<file path="config.mk">
export PLATFORM = sky130hd
export DESIGN_NAME = audio_src_arbiter
export DESIGN_NICKNAME = d
export VERILOG_FILES = /design/src/rtl/audio_src_arbiter.sv
export SDC_FILE = /design/constraint.sdc
export NUM_CORES = 1
export LEC_CHECK = 0
export ABC_CLOCK_PERIOD_IN_PS = 2300
export CAP_MARGIN = 20
export CORE_MARGIN = 3
export CORE_UTILIZATION = 46
export CTS_CLUSTER_SIZE = 24
export DETAILED_ROUTE_END_ITERATION = 16
export PLACE_DENSITY_LB_ADDON = 0.1
export SYNTH_ARGS = -nofsm -noshare
export SYNTH_HDL_FRONTEND = slang
export SYNTH_SLANG_ARGS = --single-unit
</file>
<file path="constraint.sdc">
create_clock -name iCLK_18_4 -period 2.3 [get_ports iCLK_18_4]
set_clock_uncertainty 0.1 [all_clocks]
set_input_delay 0.345 -clock iCLK_18_4 [delete_from_list [all_inputs] [get_ports iCLK_18_4]]
set_output_delay 0.345 -clock iCLK_18_4 [all_outputs]
set_load 0.005 [all_outputs]
</file>
<file path="src/rtl/audio_src_arbiter.sv">
// Per-frame arbiter that shares the DAC serializer between up to four sample sources.
// Each source has a one-entry holding register. The winner is latched on each synchronized LRCK falling edge.

module audio_src_hold #(
    parameter int SW = 32
) (
    input  logic          clk,
    input  logic          rst_n,
    input  logic          ld_vld,
    input  logic [SW-1:0] ld_data,
    input  logic          grant,
    output logic          full,
    output logic [SW-1:0] data
);
    logic          full_q, full_d;
    logic [SW-1:0] data_q, data_d;

    // A grant only ever hits a full register and a load only an empty one,
    // so the two never collide.
    always_comb begin
        full_d = full_q;
        data_d = data_q;
        if (grant) begin
            full_d = 1'b0;
        end else if (ld_vld && !full_q) begin
            full_d = 1'b1;
            data_d = ld_data;
        end
    end

    always_ff @(posedge clk or negedge rst_n) begin
        if (!rst_n) begin
            full_q <= 1'b0;
            data_q <= '0;
        end else begin
            full_q <= full_d;
            data_q <= data_d;
        end
    end

    assign full = full_q;
    assign data = data_q;
endmodule

module audio_src_arbiter #(
    parameter int NUM_SRC          = 4,
    parameter int DATA_WIDTH       = 16,
    parameter bit HOLD_ON_UNDERRUN = 1'b1
) (
    input  logic                            iCLK_18_4,
    input  logic                            iRST_N,
    input  logic                            iAUD_LRCK,
    input  logic [1:0]                      iMode,
    input  logic [1:0]                      iSrc_Select,
    input  logic [NUM_SRC-1:0]              iSrc_Valid,
    output logic [NUM_SRC-1:0]              oSrc_Ready,
    input  logic [NUM_SRC*2*DATA_WIDTH-1:0] iSrc_Data,
    output logic [DATA_WIDTH-1:0]           oSample_L,
    output logic [DATA_WIDTH-1:0]           oSample_R,
    output logic                            oFrame_Strobe,
    output logic [1:0]                      oGrant_Idx,
    output logic                            oGrant_Valid,
    output logic                            oUnderrun,
    output logic [15:0]                     oUnderrun_Cnt,
    input  logic                            iClr_Cnt
);
    localparam int SW = 2 * DATA_WIDTH;

    logic [NUM_SRC-1:0]         full;
    logic [NUM_SRC-1:0]         grant_vec;
    logic [NUM_SRC-1:0][SW-1:0] hold_data;

    for (genvar k = 0; k < NUM_SRC; k++) begin : g_hold
        audio_src_hold #(.SW(SW)) u_hold (
            .clk     (iCLK_18_4),
            .rst_n   (iRST_N),
            .ld_vld  (iSrc_Valid[k]),
            .ld_data (iSrc_Data[k*SW +: SW]),
            .grant   (grant_vec[k]),
            .full    (full[k]),
            .data    (hold_data[k])
        );
    end

    assign oSrc_Ready = ~full;

    // LRCK sync chain plus edge-detect flop; the strobe is registered once more.
    logic lrck_s1_q, lrck_s2_q, lrck_s3_q, strobe_q;
    logic lrck_s1_d, lrck_s2_d, lrck_s3_d, strobe_d;

    logic [DATA_WIDTH-1:0] sample_l_q, sample_l_d, sample_r_q, sample_r_d;
    logic                  frame_q, frame_d, gvld_q, gvld_d, undr_q, undr_d;
    logic [1:0]            gidx_q, gidx_d, rr_ptr_q, rr_ptr_d;
    logic [15:0]           undr_cnt_q, undr_cnt_d;

    logic          sel_ok;
    logic [1:0]    sel_idx;
    logic [SW-1:0] sel_data;
    int            j;

    always_comb begin
        lrck_s1_d = iAUD_LRCK;
        lrck_s2_d = lrck_s1_q;
        lrck_s3_d = lrck_s2_q;
        strobe_d  = lrck_s3_q & ~lrck_s2_q;
    end

    always_comb begin
        sel_ok  = 1'b0;
        sel_idx = 2'd0;
        j       = 0;
        case (iMode)
            2'd0: begin
                for (int k = 0; k < NUM_SRC; k++) begin
                    if (iSrc_Select == 2'(k) && full[k]) begin
                        sel_ok  = 1'b1;
                        sel_idx = 2'(k);
                    end
                end
            end
            2'd1: begin
                for (int k = NUM_SRC - 1; k >= 0; k--) begin
                    if (full[k]) begin
                        sel_ok  = 1'b1;
                        sel_idx = 2'(k);
                    end
                end
            end
            2'd2: begin
                // Scan farthest-first so the nearest full source after the pointer wins.
                for (int i = NUM_SRC; i >= 1; i--) begin
                    j = (int'(rr_ptr_q) + i) % NUM_SRC;
                    if (full[j]) begin
                        sel_ok  = 1'b1;
                        sel_idx = j[1:0];
                    end
                end
            end
            default: ;
        endcase
    end

    always_comb begin
        grant_vec = '0;
        sel_data  = '0;
        for (int k = 0; k < NUM_SRC; k++) begin
            if (strobe_q && sel_ok && iMode != 2'd3 && sel_idx == 2'(k))
                grant_vec[k] = 1'b1;
            if (sel_idx == 2'(k))
                sel_data = hold_data[k];
        end
    end

    always_comb begin
        sample_l_d = sample_l_q;
        sample_r_d = sample_r_q;
        frame_d    = 1'b0;
        gidx_d     = gidx_q;
        gvld_d     = gvld_q;
        undr_d     = 1'b0;
        undr_cnt_d = undr_cnt_q;
        rr_ptr_d   = rr_ptr_q;
        if (strobe_q) begin
            frame_d = 1'b1;
            if (iMode == 2'd3) begin
                sample_l_d = '0;
                sample_r_d = '0;
                gvld_d     = 1'b0;
            end else if (sel_ok) begin
                sample_l_d = sel_data[SW-1:DATA_WIDTH];
                sample_r_d = sel_data[DATA_WIDTH-1:0];
                gidx_d     = sel_idx;
                gvld_d     = 1'b1;
                if (iMode == 2'd2)
                    rr_ptr_d = sel_idx;
            end else begin
                gvld_d = 1'b0;
                undr_d = 1'b1;
                if (!HOLD_ON_UNDERRUN) begin
                    sample_l_d = '0;
                    sample_r_d = '0;
                end
                if (undr_cnt_q != 16'hFFFF)
                    undr_cnt_d = undr_cnt_q + 16'd1;
            end
        end
        if (iClr_Cnt)
            undr_cnt_d = '0;
    end

    always_ff @(posedge iCLK_18_4 or negedge iRST_N) begin
        if (!iRST_N) begin
            lrck_s1_q  <= 1'b0;
            lrck_s2_q  <= 1'b0;
            lrck_s3_q  <= 1'b0;
            strobe_q   <= 1'b0;
            sample_l_q <= '0;
            sample_r_q <= '0;
            frame_q    <= 1'b0;
            gidx_q     <= 2'd0;
            gvld_q     <= 1'b0;
            undr_q     <= 1'b0;
            undr_cnt_q <= '0;
            rr_ptr_q   <= 2'(NUM_SRC - 1);
        end else begin
            lrck_s1_q  <= lrck_s1_d;
            lrck_s2_q  <= lrck_s2_d;
            lrck_s3_q  <= lrck_s3_d;
            strobe_q   <= strobe_d;
            sample_l_q <= sample_l_d;
            sample_r_q <= sample_r_d;
            frame_q    <= frame_d;
            gidx_q     <= gidx_d;
            gvld_q     <= gvld_d;
            undr_q     <= undr_d;
            undr_cnt_q <= undr_cnt_d;
            rr_ptr_q   <= rr_ptr_d;
        end
    end

    assign oSample_L     = sample_l_q;
    assign oSample_R     = sample_r_q;
    assign oFrame_Strobe = frame_q;
    assign oGrant_Idx    = gidx_q;
    assign oGrant_Valid  = gvld_q;
    assign oUnderrun     = undr_q;
    assign oUnderrun_Cnt = undr_cnt_q;
endmodule

</file>
==> results of run 1 <==
[per-layer routing]
layer  track usage  part of all wire  up-vias
li1              -                 -     2785
met1         0.306              0.42     3119
met2         0.388              0.50      179
met3        0.0494             0.057       27
met4        0.0745             0.016        0
met5             0                 0        -
[cells by family (layout without fill, tap and decap cells)]
kind of cell,after synthesis,after routing,synth area share
xor gates and xnor gates,12,12,0.0122
buffers and inverters,52,308,0.0278
and+or+nand+nor,110,110,0.0761
muxes,197,197,0.258
DFF,191,191,0.557
AOI/OAI and AO/OA,69,69,0.0671
other,0,2,0
adders and majority gates,1,1,0.00146
[Yosys cell counts, types with 4 or more instances]
library cell,instances,area [sq um]
a21oi_1,12,60.1
a221o_1,32,320
and2_1,34,213
buf_1,11,41.3
buf_2,11,55.1
buf_6,4,45.0
clkbuf_1,14,52.6
dfrtp_1,189,4730
inv_1,12,45.0
mux2_2,194,2180
nand2_1,13,48.8
nand3_1,4,20.0
nor2_1,23,86.3
nor2b_1,6,37.5
nor3_2,6,60.1
o21ai_0,7,35.0
xnor2_1,12,105
[registers in the layout, summed over array words and instances, names as in the netlist]
register / cells
g_hold.u_hold.full: 4
oGrant_Idx: 2
oSample_L: 16
lrck_s1_q: 1
oFrame_Strobe: 1
lrck_s3_q: 1
oUnderrun: 1
rr_ptr_q: 2
strobe_q: 1
lrck_s2_q: 1
oUnderrun_Cnt: 16
g_hold.u_hold.data: 128
oGrant_Valid: 1
oSample_R: 16
[what timing repair did]
| item | 4_1_cts | 5_1_grt |
|---|---|---|
| gates resized for setup | 38 | 42 |
| setup buffers | 13 | 6 |
| pin swaps | 24 | 22 |
| gates cloned | 5 | 4 |
| hold buffers | 1 | 0 |
| setup endpoints to repair | 41 | 44 |
| hold endpoints to repair | 52 | 0 |
[cell type report]
cell class              count  area [sq um]
inverters                  12          45.0
multi-input cells         389          3900
flip-flops and latches    191          4790
repair buffers            265          2830
diodes                      2          5.00
clock buffers              19           453
clock inverters            12           125
well taps                 229           287
fillers                  1268          5710
[where the power goes]
part           switching [mW]  total [mW]  internal (mW)
Sequential              0.578        5.01           4.43
Combinational           0.997        3.10           2.11
Clock                    1.35        2.93           1.58
Total                    2.93        11.0           8.12
[stage by stage]
step | area, sq um | setup WS (ps) | setup TNS, ps
finish | 12400 | -113 | -2970
global route | 12400 | -200 | -6640
detailed placement | 11200 | -568 | -24830
global placement | 11200 | -512 | -21770
CTS | 12100 | -56.3 | -864
floorplan | 8600 | 69.9 | 0
[worst register-to-register path: cells and delay by family (launching register included)]
kind	cells	cell delay, ps
AOI/OAI and AO/OA	3	700
buffers and inverters	4	700
DFF	1	460
and+or+nand+nor	3	350
[how the worst min path moves through the flow]
stage	end	slack, ps	start
2_1_floorplan	g_hold[0].u_hold.data[0]$_DFFE_PN0P_	-50	iRST_N
3_5_place_dp	lrck_s2_q$_DFF_PN0_	250	lrck_s1_q$_DFF_PN0_
4_1_cts	lrck_s1_q$_DFF_PN0_	250	iAUD_LRCK
6_report	lrck_s1_q$_DFF_PN0_	260	iAUD_LRCK
3_3_place_gp	lrck_s2_q$_DFF_PN0_	240	lrck_s1_q$_DFF_PN0_
5_1_grt	lrck_s1_q$_DFF_PN0_	250	iAUD_LRCK
==> metrics, run 1 <==
synth unique cells=48; Final HPWL DP=14.9 mm; Pwr Density=888 nW/um^2; status=complete, but fails checks; Reg2Reg Launch Point=g_hold[3].u_hold.full$_DFFE_PN0P_; non-filler cells, final=1119; row cnt=49; vias in the first global route=6716; CP bufs+invs=4; Avg Cell Area, Syn=13.6 sq um; Die Wd=143 um; Longest Clk Path Bufs=2; Syn Inst Count=632; Startpoint Class=flip-flop; commonest non-fill, non-tap cell in the layout=clkdlybuf4s50_1; Layout Utilization=0.685; WP data required=2520 ps; r2r endpoint=oSample_R[5]$_DFFE_PN0P_; number of synthesized register bits=191; Max Freq=414 MHz; Pleak=5.26 nW; Worst Reg-to-Reg Cells=10; Placed Cells=1059; max-cap violations=0; Final setup viols=35; Clk Latency, worst-skew pair=430 ps; WL final=23.8 mm; Worst Path Max Fanout=10; Final Power=11.0 mW; critical path's top delay family=buffers and inverters; Detailed Route Iter0 Violations=243; nets@finish=1017; Ports=197; post-route ant nets=0; Worst VDD drop=519 uV; initial antenna violation count=2; Clock Tree Root=clkbuf_16; violated checks=negative setup slack; core area=18100 sq um; crit path from=g_hold[3].u_hold.full$_DFFE_PN0P_; Area growth, synth to finish=44.9%; max-slew violation count=0; Total GRT Usage=0.233; Crit Path Class=flip-flop to flip-flop; async set or reset register ratio after synthesis=1.00; commonest non-fill, non-tap cells in the layout=193 x clkdlybuf4s50_1, 186 x mux2_2, 185 x dfrtp_1; first-pass GRT wire length=36.4 mm; CP endpoint=oSample_R[5]$_DFFE_PN0P_; Congestion Overflow GR=0; setup slack, reg-to-reg=-110 ps; # H-tree levels=4; Hold Slack=262 ps; syn_nets=773; Slew headroom=0.562; Mapped Area=8580 sq um; layout cells sized above 1=0.392; CTS tree=built; Port Buffers=196; worst min path class=input port to flip-flop; RSZ-0062 raised after global routing=yes; Critical Path Most Common Cell=buf_4; Vias=6110; ys flop type=dfrtp_1; GPL Wtd Cong=0.833; Final min period=2410 ps; number of synthesized flops with an enable pin=0; Worst path depth=10; Final WS setup=-113 ps; final period utilization=1.05; Worst Max-Slew Pin Slew=655 ps; TritonCTS Buffers=17; Final Hold Viols=0; routed len/inst=21.3 um; sequential-to-total area share from yosys stat=0.557; Arr. time, crit path=2630 ps; Vias/cell=5.46; height of the chip=143 um; DRC=0; Clock transition at path regs=80 ps; die area=20300 sq um; slowest stage cell, crit path=dfrtp_2; largest net degree at the start of global routing=61; initial core utilization=0.473; clock sinks=191; drt first pass iters=4; Synth warnings=0; Setup crit end kind=flip-flop; Hold Path Depth=1; CP max stage delay=460 ps; crit-path cells=buf_4 -> nor4_4 -> buf_4 -> a21o_1 -> buf_4 -> o211ai_1 -> nand2_2 -> buf_4 -> and2_1 -> a221o_1
(Power assumes the default switching activity.)
==> inputs of run 2 (changes only) <==
GPL_TIMING_DRIVEN = 1   (was default)
==> results of run 2 <==
The final DEF is identical to that of run 1; final timing and power are the same.
==> inputs of run 3 (changes only) <==
CORE_UTILIZATION = 47   (was 46)
CTS_BUF_LIST = sky130_fd_sc_hd__clkbuf_4 sky130_fd_sc_hd__clkbuf_8   (was default)
GPL_TIMING_DRIVEN = 0   (was 1)
==> run 3 against run 2 <==
Against the previous run:
- critical path depth fell by 1
- sequential share of layout area rose by 1.4 points
- non-clock buffer count did not move
- maximum frequency fell by 2.7%
- first-iteration DRC count rose by 38%
- largest power group unchanged
- combinational power fell by 1%
- cell area fell by 3.6%
- the flow still finishes with violations (negative setup slack)
- sequential cell count did not move
- sequential power barely moved
- register-to-register slack got worse by 70 ps
- clock power fell by 25%
- via count fell by 0.49%
==> metrics, run 3 (synthesis results as in run 1) <==
violated checks=negative setup slack; Max Freq=403 MHz; initial antenna violation count=2; routed len/inst=20.9 um; Congestion Overflow GR=0; core area=17600 sq um; n_diodes=0; max-slew violation count=0; status=complete, but fails checks; WP data required=2540 ps; max reg flops=128; Final WS setup=-180 ps; Setup crit end kind=flip-flop; height of the chip=141 um; Vias/cell=5.46; Final HPWL DP=15.4 mm; Total GRT Usage=0.233; initial core utilization=0.488; Worst Path Max Fanout=6; Worst VDD drop=467 uV; max-cap violations=0; Crit Path Class=flip-flop to flip-flop; largest net degree at the start of global routing=121; Final min period=2480 ps; commonest non-fill, non-tap cell in the layout=clkdlybuf4s50_1; Detailed Route Iter0 Violations=335; drt first pass iters=4; Hold Slack=138 ps; Die Wd=141 um; Final setup viols=40; Clock transition at path regs=100 ps; TritonCTS Buffers=17; Vias=6080; row cnt=48; Slew headroom=0.512; die area=19900 sq um; WL final=23.3 mm; Arr. time, crit path=2720 ps; Final Power=10.3 mW; Layout Utilization=0.681; Area growth, synth to finish=39.6%; Startpoint Class=flip-flop; Placed Cells=1053; Ports=197; # H-tree levels=4; Longest Clk Path Bufs=2; first-pass GRT wire length=36.1 mm; Pwr Density=857 nW/um^2; non-filler cells, final=1114; Worst Max-Slew Pin Slew=732 ps; post-route ant nets=0; Clock Tree Root=clkbuf_8; Clk Latency, worst-skew pair=450 ps; Port Buffers=195; Pleak=5.09 nW; RSZ-0062 raised after global routing=yes; Final Hold Viols=0; clock sinks=191; CTS tree=built; vias in the first global route=6621; commonest non-fill, non-tap cells in the layout=192 x clkdlybuf4s50_1, 187 x dfrtp_1, 182 x mux2_2; nets@finish=1018; DRC=0; GPL Wtd Cong=0.868; worst min path class=input port to flip-flop; layout cells sized above 1=0.369; final period utilization=1.08
run 3: cell types whose count changed in the layout (fill, tap and decap cells not counted), sizes merged:
cell	previous run	this run
diode	2	0
clkbuf	24	38
o2111ai	1	2
bufinv	1	2
clkinv	3	6
buf	64	51
inv	18	14
clkdlybuf4s50	193	192
run 3: final timing paths:
kind                                    startpoint                                    end  slack (ps)  depth (start not counted)
min in group asynchronous                   iRST_N  g_hold[1].u_hold.data[28]$_DFFE_PN0P_         320                          2
max in group asynchronous                   iRST_N              oSample_R[14]$_DFFE_PN0P_         780                          3
setup / recovery           rr_ptr_q[1]$_DFFE_PN1P_               oSample_L[6]$_DFFE_PN0P_        -180                          9
setup reg to reg           rr_ptr_q[1]$_DFFE_PN1P_               oSample_L[6]$_DFFE_PN0P_        -180                          9
hold reg to reg                lrck_s1_q$_DFF_PN0_                    lrck_s2_q$_DFF_PN0_         260                          0
hold / removal                            iClr_Cnt           oUnderrun_Cnt[0]$_DFFE_PN0P_         140                          2
run 3: cell type report:
cell class	instances	area [sq um]
plain buffers	39	328
clock buffers	19	262
clock inverters	12	134
fillers	1241	5610
inverters	12	45.0
multi-input cells	390	3870
flip-flops and latches	191	4780
well taps	225	282
repair buffers	226	2280
run 3: per-layer routing:
metal | vias up | GRT usage | routed length [um]
met5 | - | 0 | 27
met4 | 4 | 0.0525 | 370
met3 | 33 | 0.0580 | 1590
met2 | 206 | 0.396 | 11700
met1 | 3061 | 0.303 | 9590
li1 | 2776 | - | -
run 3: power breakdown:
group / switching, mW / total, mW / internal, mW / leakage [nW]
registers: 0.570 / 5.00 / 4.43 / 2.33
logic: 1.00 / 3.06 / 2.06 / 2.56
clock network: 1.19 / 2.21 / 1.02 / 0.198
run 3: repair_timing:
action / in CTS / in global routing
setup buffers: 19 / 7
gates resized for setup: 69 / 53
endpoints found under the setup margin: 68 / 111
pin swaps: 24 / 13
gates cloned: 4 / 1
hold buffers: 1 / 0
hold endpoints to repair: 69 / 0
run 3: critical path, cell delays in order (launching register included):
cell,delay [ps]
dfstp_2,650
nand2_2,110
o221ai_2,180
a31oi_1,70
a21oi_2,150
buf_6,170
buf_12,150
clkbuf_16,150
mux2_2,330
a221o_1,290
run 3: metrics by stage:
step / area (sq um) / setup TNS (ps) / setup slack, ps
2_1_floorplan: 8600 / 0 / 69.9
3_3_place_gp: 10800 / -1335700 / -6800
3_5_place_dp: 10900 / -51070 / -779
4_1_cts: 11800 / -2670 / -98.6
5_1_grt: 12000 / -8120 / -232
6_report: 12000 / -4740 / -180
